`src/rtl/seg_scan_driver.sv`:
```
// Purpose : multiplexed 8-digit common-anode 7-segment driver (snapshot, scan, decode, PWM, blink).
// Latency : one register stage; outputs at cycle n+1 reflect scan/shadow/blink state and inputs at cycle n.
// Backpres: none; free-running scan with no handshake, digit inputs sampled once per frame.
module seg_scan_driver #(
  parameter int DWELL      = 4,
  parameter int BLINK_HALF = 250
) (
  input  logic       CLK1K,
  input  logic       RSTN,
  input  logic [3:0] DIG0,
  input  logic [3:0] DIG1,
  input  logic [3:0] DIG2,
  input  logic [3:0] DIG3,
  input  logic [3:0] DIG4,
  input  logic [3:0] DIG5,
  input  logic [3:0] DIG6,
  input  logic [3:0] DIG7,
  input  logic       BLINK_EN,
  input  logic [1:0] BRIGHT,
  input  logic       LZB,
  output logic [6:0] SEG_N,
  output logic       DP_N,
  output logic [7:0] AN_N
);

  // Counter widths; DWELL >= 4 keeps DW >= 2 so BRIGHT always fits.
  localparam int DW = $clog2(DWELL);
  localparam int BW = (BLINK_HALF > 2) ? $clog2(BLINK_HALF) : 1;

  localparam logic [DW-1:0] DCNT_LAST  = DW'(DWELL - 1);
  localparam logic [BW-1:0] BLINK_LAST = BW'(BLINK_HALF - 1);

  // Scan position
  logic [2:0]    idx_q, idx_d;
  logic [DW-1:0] dcnt_q, dcnt_d;

  // Frame-coherent copy of the digit inputs
  logic [7:0][3:0] shadow_q, shadow_d;

  // Blink timebase
  logic [BW-1:0] blink_cnt_q, blink_cnt_d;
  logic          blink_ph_q, blink_ph_d;

  // Registered outputs
  logic [6:0] seg_n_q, seg_n_d;
  logic       dp_n_q, dp_n_d;
  logic [7:0] an_n_q, an_n_d;

  // Helper terms
  logic            slot_end;
  logic            frame_end;
  logic [3:0]      cur_digit;
  logic            lz_slot;
  logic [DW-1:0]   bright_ext;
  logic            blink_off;
  logic            an_on;

  // BCD to active-low segments, bit order g..a; non-BCD codes show a dash.
  function automatic logic [6:0] bcd_to_seg_n(input logic [3:0] d);
    logic [6:0] s;
    case (d)
      4'd0:    s = 7'b1000000;
      4'd1:    s = 7'b1111001;
      4'd2:    s = 7'b0100100;
      4'd3:    s = 7'b0110000;
      4'd4:    s = 7'b0011001;
      4'd5:    s = 7'b0010010;
      4'd6:    s = 7'b0000010;
      4'd7:    s = 7'b1111000;
      4'd8:    s = 7'b0000000;
      4'd9:    s = 7'b0010000;
      default: s = 7'b0111111;
    endcase
    return s;
  endfunction

  // Slot / frame boundary detection
  always_comb begin
    slot_end  = (dcnt_q == DCNT_LAST);
    frame_end = slot_end && (idx_q == 3'd7);
  end

  // Scan counters: DCNT walks the dwell, IDX advances at dwell end and wraps 7->0
  always_comb begin
    dcnt_d = dcnt_q + DW'(1);
    idx_d  = idx_q;
    if (slot_end) begin
      dcnt_d = '0;
      idx_d  = idx_q + 3'd1;
    end
  end

  // Snapshot all digits only on the last tick of a frame so one frame is always coherent
  always_comb begin
    shadow_d = shadow_q;
    if (frame_end) begin
      shadow_d = {DIG7, DIG6, DIG5, DIG4, DIG3, DIG2, DIG1, DIG0};
    end
  end

  // Blink timebase: runs only while BLINK_EN, otherwise parked at visible phase
  always_comb begin
    blink_cnt_d = '0;
    blink_ph_d  = 1'b0;
    if (BLINK_EN) begin
      blink_ph_d = blink_ph_q;
      if (blink_cnt_q == BLINK_LAST) begin
        blink_cnt_d = '0;
        blink_ph_d  = ~blink_ph_q;
      end else begin
        blink_cnt_d = blink_cnt_q + BW'(1);
      end
    end
  end

  // Next output values from current scan state
  always_comb begin
    cur_digit  = shadow_q[idx_q];
    lz_slot    = (idx_q == 3'd7) || (idx_q == 3'd5);
    bright_ext = DW'(BRIGHT);
    // Gating with BLINK_EN lets the display come back the cycle after it drops.
    blink_off  = BLINK_EN && blink_ph_q;
    an_on      = (dcnt_q <= bright_ext) && !blink_off;

    seg_n_d = bcd_to_seg_n(cur_digit);
    if (LZB && lz_slot && (cur_digit == 4'd0)) begin
      seg_n_d = 7'h7F;
    end

    // Separators sit after digits 2, 4 and 6
    dp_n_d = !((idx_q == 3'd2) || (idx_q == 3'd4) || (idx_q == 3'd6));

    an_n_d = 8'hFF;
    if (an_on) begin
      an_n_d = ~(8'b0000_0001 << idx_q);
    end
  end

  // All state, asynchronously cleared
  always_ff @(posedge CLK1K or negedge RSTN) begin
    if (!RSTN) begin
      idx_q       <= '0;
      dcnt_q      <= '0;
      shadow_q    <= '0;
      blink_cnt_q <= '0;
      blink_ph_q  <= 1'b0;
      seg_n_q     <= 7'h7F;
      dp_n_q      <= 1'b1;
      an_n_q      <= 8'hFF;
    end else begin
      idx_q       <= idx_d;
      dcnt_q      <= dcnt_d;
      shadow_q    <= shadow_d;
      blink_cnt_q <= blink_cnt_d;
      blink_ph_q  <= blink_ph_d;
      seg_n_q     <= seg_n_d;
      dp_n_q      <= dp_n_d;
      an_n_q      <= an_n_d;
    end
  end

  assign SEG_N = seg_n_q;
  assign DP_N  = dp_n_q;
  assign AN_N  = an_n_q;

endmodule

```
`config.mk`:
```
export PLATFORM = sky130hd
export DESIGN_NAME = seg_scan_driver
export DESIGN_NICKNAME = d
export VERILOG_FILES = /design/src/rtl/seg_scan_driver.sv
export SDC_FILE = /design/constraint.sdc
export NUM_CORES = 1
export LEC_CHECK = 0
export BUFFER_PORTS_ARGS = -buffer_cell sky130_fd_sc_hd__buf_2
export CAP_MARGIN = 20
export CORE_MARGIN = 3
export CORE_UTILIZATION = 50
export DETAILED_ROUTE_END_ITERATION = 8
export GPL_TIMING_DRIVEN = 0
export PLACE_DENSITY = 0.76
export SYNTH_ARGS = -nofsm -noshare
export SYNTH_HDL_FRONTEND = slang
export SYNTH_SLANG_ARGS = --single-unit
```
`constraint.sdc`:
```
create_clock -name CLK1K -period 2.1 [get_ports CLK1K]
set_input_delay 0.42 -clock CLK1K [delete_from_list [all_inputs] [get_ports CLK1K]]
set_output_delay 0.42 -clock CLK1K [all_outputs]
set_load 0.01 [all_outputs]
```
# Yosys cells after proc, flatten, opt, wreduce, memory -nomap -nowiden
# Memories as Yosys holds them, arrays and structs flattened.
# Index checks and enable logic that the tools add are counted.
# op_classes
addsub,3
n_lt_le_gt_ge,2
eq_ne,8
shift,1
mux,9
n_bitwise,2
n_reduce_logical,11
# ops
op,n
$mux 8,3
$bmux 4 s3,1
$eq 3x3->1 const B,4
$add 8x1->8 const B,1
$eq 8x8->1 const B,1
$not 8->8,1
$shl 1x3->8 const A,1
$mux 7,1
$logic_and 1x1->1,5
$logic_not 4->1,1
$lt 3x4->1 const B,1
$mux 4,1
$add 3x1->3 const B,1
$eq 3x2->1 const B,1
$logic_or 1x1->1,3
$add 2x1->2 const B,1
$eq 2x2->1 const B,1
$le 2x2->1,1
$logic_not 1->1,2
$mux 1,2
$mux 2,1
$ne 2x1->1 const B,1
$not 1->1,1
# totals
reg_bits,62
rom_bits,112
input_bits,38
output_inout_bits,16
wordCells,52
n_memories,1
# mem_list
memory,words,word_bits,read_ports,rd_ports_with_merged_regs,wr,line,rtl
(no name shown),16,7,1,0,0,61,case (d)

# Logic depth before layout (Yosys ltp)
# logic_depth
ltp_word,5
depth_mapped,9
mapped_depth_nobuf,8

# Worst setup path before layout
# Ideal clock, no wire load.
# synth_timing
path_type,register to register
from,register idx_q[0]
to,"register seg_n_q[5], in the netlist SEG_N[5]"
setup_time_ns,0.094
t_arrival_ns,2.167
path_slack_ns,-0.161
stages_incl_launch_ff,10
path_buffers,1
period_less_slack_ns,2.261
cell_sequence,dfrtp_1 -> buf_6 -> mux4_2 -> mux2_2 -> inv_2 -> ha_1 -> nand2_1 -> nor2_1 -> nor2_1 -> a311oi_1
# synth_between
elab_chain_cells,5
elab_cells_between_ends,10
# synth_lines
item,line,rtl
start: declaration,34,"logic [2:0] idx_q, idx_d;"
start signal: assignment,151,idx_q <= idx_d;
"parallel branches: the longest is 4 deep, another holds $mem_v2 16x7",n/a,
$mux 7 *,126,if (LZB && lz_slot && (cur_digit == 4'd0)) begin
via seg_n_d[5],45,"logic [6:0] seg_n_q, seg_n_d;"
end signal: assignment,156,seg_n_q <= seg_n_d;
end: declaration,45,
# Mark *: on every way through the listed nets, which the timed path passes. The select of a mux whose other input is x is not followed.
# A chain may end at the register's enable or synchronous reset.

# Worst setup path in the final report
# layout_timing
from,register idx_q[0]
to,"register seg_n_q[3], in the netlist SEG_N[3]"
# The elaborated chain is that of the path after synthesis.

==> metrics.sh <==
TIMING_MAX_TRANSITION_VIOLATIONS_FINAL=0
MAXCAPVIOLCOUNT=0
SYNTHESIS.AREA_PER_INSTANCE_UM2=13.8
DIE_H_UM=81.8
CLOCK_INSERTION_DELAY_WORST_SKEW_NS=0.35
DRIVE_GT1_FRAC=0.462
COMBINATIONALPOWERSHARE=0.074
IOPINCOUNT=54
POST_SYNTH_INST_COUNT=208
FINAL-SETUP-VIOL-COUNT=4
TIMING.CRITICAL_PATH.FROM='idx_q[0]$_DFFE_PN0P_'
YOSYS.CELL_COUNT.TOP_TYPE='dfrtp_1'
POST-ROUTE-MIN-PERIOD_NS=2.13
MAXIMUM_RESISTIVE_DROP_ON_VDD_mV=0.562
CRITPATHKIND='reg -> reg'
COMMONEST_CELLS_IN_THE_SYNTHESIZED_NETLIST='dfrtp_1, mux2_1, ha_1, nor2_1, dfstp_2'
SYNTHDOMINANTAREACELLTYPE='dfrtp_1'
RR_STARTPOINT='idx_q[0]$_DFFE_PN0P_'
GRT_FIRST_PASS_WIRELENGTH_UM=8960
CRITICAL_PATH.STARTPOINT_TYPE='flip-flop'
TRITONCTS_SINKS=62
YS.FLOP_TYPE='dfrtp_1'
DETAILEDPLACEMENTHPWL_UM=3880
HOLD_VIOL_FINAL=0
TIGHTESTPINTRANSITION_NS=0.634
ROUTE.VIAS.TOTAL=1846
SYN-CELL-AREA_UM2=2870
ASYNC_RESET_FF_FRAC=1.00
NETSWITCHINGPOWER_uW=589
TRITONCTS_CLOCK_TREE='yes'
EFFECTIVE_UTILIZATION_AT_FLOORPLAN=0.538
SYN-NUM-NETS=263
IO_BUFFERS=53
PIN_COUNT_OF_THE_BIGGEST_NET_ENTERING_GLOBAL_ROUTING=36
MIN_PERIOD_OVER_PERIOD=1.01
PLACED_CELLS_INCL_TAPS=332
YS_TOP_CELLS_BY_AREA='dfrtp_1, dfstp_2, mux2_1'
FINAL_CELLS=358
TOTALWIRELENGTH_UM=5490
DIE_WIDTH_UM=81.8
POWER.SHARE.SWITCHING=0.206
AREA_DELTA_SYNTH_FINAL_PCT=28.6
R2R.WORST_PATH.CELLS=7
HTREE_LEVELS=3
HP-CLASS='in -> async'
RELSLEWSLACK=0.577
R2R_SETUP_SLACK_NS=-0.03
GRT_OVERFLOW_TOTAL=0
DRTITER0DRC=58
INTERNAL_POWER_CONTRIBUTION_mW=2.27
ANTENNA-DIODE-COUNT=0
GRT_SETUP_UNREPAIRED='yes'
SYNTHESIS.YOSYS.WARNINGS=0
WORST_CLOCK_SKEW_NS=0.00874
CP_DATA_ARRIVAL_TIME_NS=2.38
DRCVIOLATIONCOUNT=0
SYNTH_LARGEST_TYPE_AREA_FRACTION=0.401
GP_CONGESTION=0.762
CRIT_REQUIRED_NS=2.35
ANTENNA_VIOLATING_NETS_POST_ROUTE=0
VIOLATED_CHECKS='setup timing'
CP-END-KIND='flip-flop'
CRITPATHMAXFANOUT=7
CTS_BUFFERS=9
SYNTH_CELL_TYPE_COUNT=37
CTS_ROOT_BUFFER='clkbuf_8'
WORST_HOLD_SLACK_NS=0.0923
SYNTH.YOSYS.SEQ_AREA_SHARE=0.547
CLOCK_TREE.BUFFER_DEPTH=2
CORE_OCCUPANCY_IN_THE_FINISHED_LAYOUT=0.692
COUNT_OF_STATE_ELEMENTS_AFTER_SYNTHESIS=62
LAYOUT_SETUP_WS_NS=-0.0314
CTS.CLK_SLEW.WORST_PATHS_NS=0.07
SYNTH-EDFF-COUNT=0
FMAX_GHz=0.469
CTS_HOLD_BUFFERS=0
FLOORPLAN.DIE_AREA_UM2=6690
CORE_UM2=5340
P_SEQ_FRAC=0.447
R2R-END='SEG_N[3]$_DFF_PN1_'
POST_DRT_VIA_CELL_RATIO=5.16
LAYOUT.NETS=338
FIRST_GLOBAL_VIAS=1860
P_LEAK_nW=1.68
POST_DRT_WL_PER_CELL_UM=15.3
SHARE_CLK_OF_TOTAL_POWER=0.479
GRT_UTIL_ALL_LAYERS=0.186
ANTENNA_FOUND_INITIAL=0
P_PER_AREA_nW_PER_UM2=773
OUTCOME='finished, violations left'
FIRST_PASS_ITERS=4
FP-ROW-COUNT=26
==> final cells by class <==
class,instances,area (um2)
flip-flops and latches,62,1570
inverters,8,35.0
well taps,70,87.6
clock buffers,10,128
plain buffers,7,52.6
multi-input cells,131,1320
repair buffers,64,368
clock inverters,6,134
fillers,375,1640
==> cell usage in the layout (no fill, tap or decap), drive strengths merged <==
cell and instances:
a311oi 1, nand4b 1, clkinv 2, a211oi 2
nand3 9, a2bb2oi 1, buf 70, nor2b 1
nor2 17, nand2 7, ha 17, mux2 36
a221oi 1, mux4 8, dfrtp 46, nor4 1
xor2 4, a21oi 6, xnor2 4, and3 2
and2 1, bufinv 4, o21bai 1, o21ai 1
and4 2, nor3b 2, mux2i 2, clkbuf 11
nor3 4, inv 8, dfstp 16
==> how the worst max path moves through the flow <==
stage | depth (start not counted) | slack [ns] | end
floorplan | 9 | -0.003 | SEG_N[3]$_DFF_PN1_
global placement | 9 | -0.24 | SEG_N[3]$_DFF_PN1_
detailed placement | 9 | -0.29 | SEG_N[3]$_DFF_PN1_
CTS | 10 | -0.08 | SEG_N[4]$_DFF_PN1_
global route | 8 | -0.12 | SEG_N[1]$_DFF_PN1_
finish | 7 | -0.03 | SEG_N[3]$_DFF_PN1_
==> worst max-delay path, stage by stage, from the launching register on <==
cell      delay (ns)
dfrtp_1         0.38
buf_8           0.14
mux4_2          0.50
mux2_4          0.31
inv_4           0.07
buf_4           0.11
ha_1            0.26
a221oi_2        0.26
==> state kept, by name (all words and copies together), names as in the netlist <==
| register | count |
|---|---|
| blink_ph_q | 1 |
| blink_cnt_q | 8 |
| shadow_q | 32 |
| SEG_N | 7 |
| AN_N | 8 |
| DP_N | 1 |
| dcnt_q | 2 |
| idx_q | 3 |
==> per-stage QoR <==
| stage | total power [mW] | instance area [um2] | setup TNS [ns] | setup WS [ns] |
|---|---|---|---|---|
| floorplan | 1.39 | 2910 | -0.00320 | -0.00320 |
| global placement | 1.48 | 3270 | -1.08 | -0.245 |
| detailed placement | 1.49 | 3290 | -1.38 | -0.293 |
| CTS | 2.88 | 3650 | -0.284 | -0.0764 |
| global route | 2.96 | 3690 | -0.748 | -0.122 |
| finish | 2.86 | 3690 | -0.0809 | -0.0314 |
==> repair_timing <==
item	4_1_cts	5_1_grt
endpoints found under the hold margin	0	0
setup buffers	9	1
gates resized for setup	11	7
setup endpoints to repair	7	7
pin swaps	7	3
==> power by group through the flow <==
stage	registers, mW	logic [mW]	clock network (mW)
after floorplan	1.30	0.0942	0
after global placement	1.29	0.183	0
after detailed placement	1.30	0.194	0
after CTS	1.28	0.208	1.39
after global routing	1.28	0.238	1.44
final	1.28	0.211	1.37
==> layer usage <==
layer | global-route usage | routed length, um
met5 | 0 | 0
met4 | 0.0698 | 80
met3 | 0.0691 | 341
met1 | 0.230 | 2330
met2 | 0.299 | 2730
==> kinds of logic after synthesis <==
group	share of synthesized area
flip-flops	0.547
AND/OR/NAND/NOR	0.0828
multiplexers	0.215
adder cells (fa/ha/maj)	0.0741
buffers and inverters	0.0253
AO/OA/AOI/OAI	0.0309
XOR/XNOR	0.0244
No activity file was read; power rests on OpenSTA's default activity.
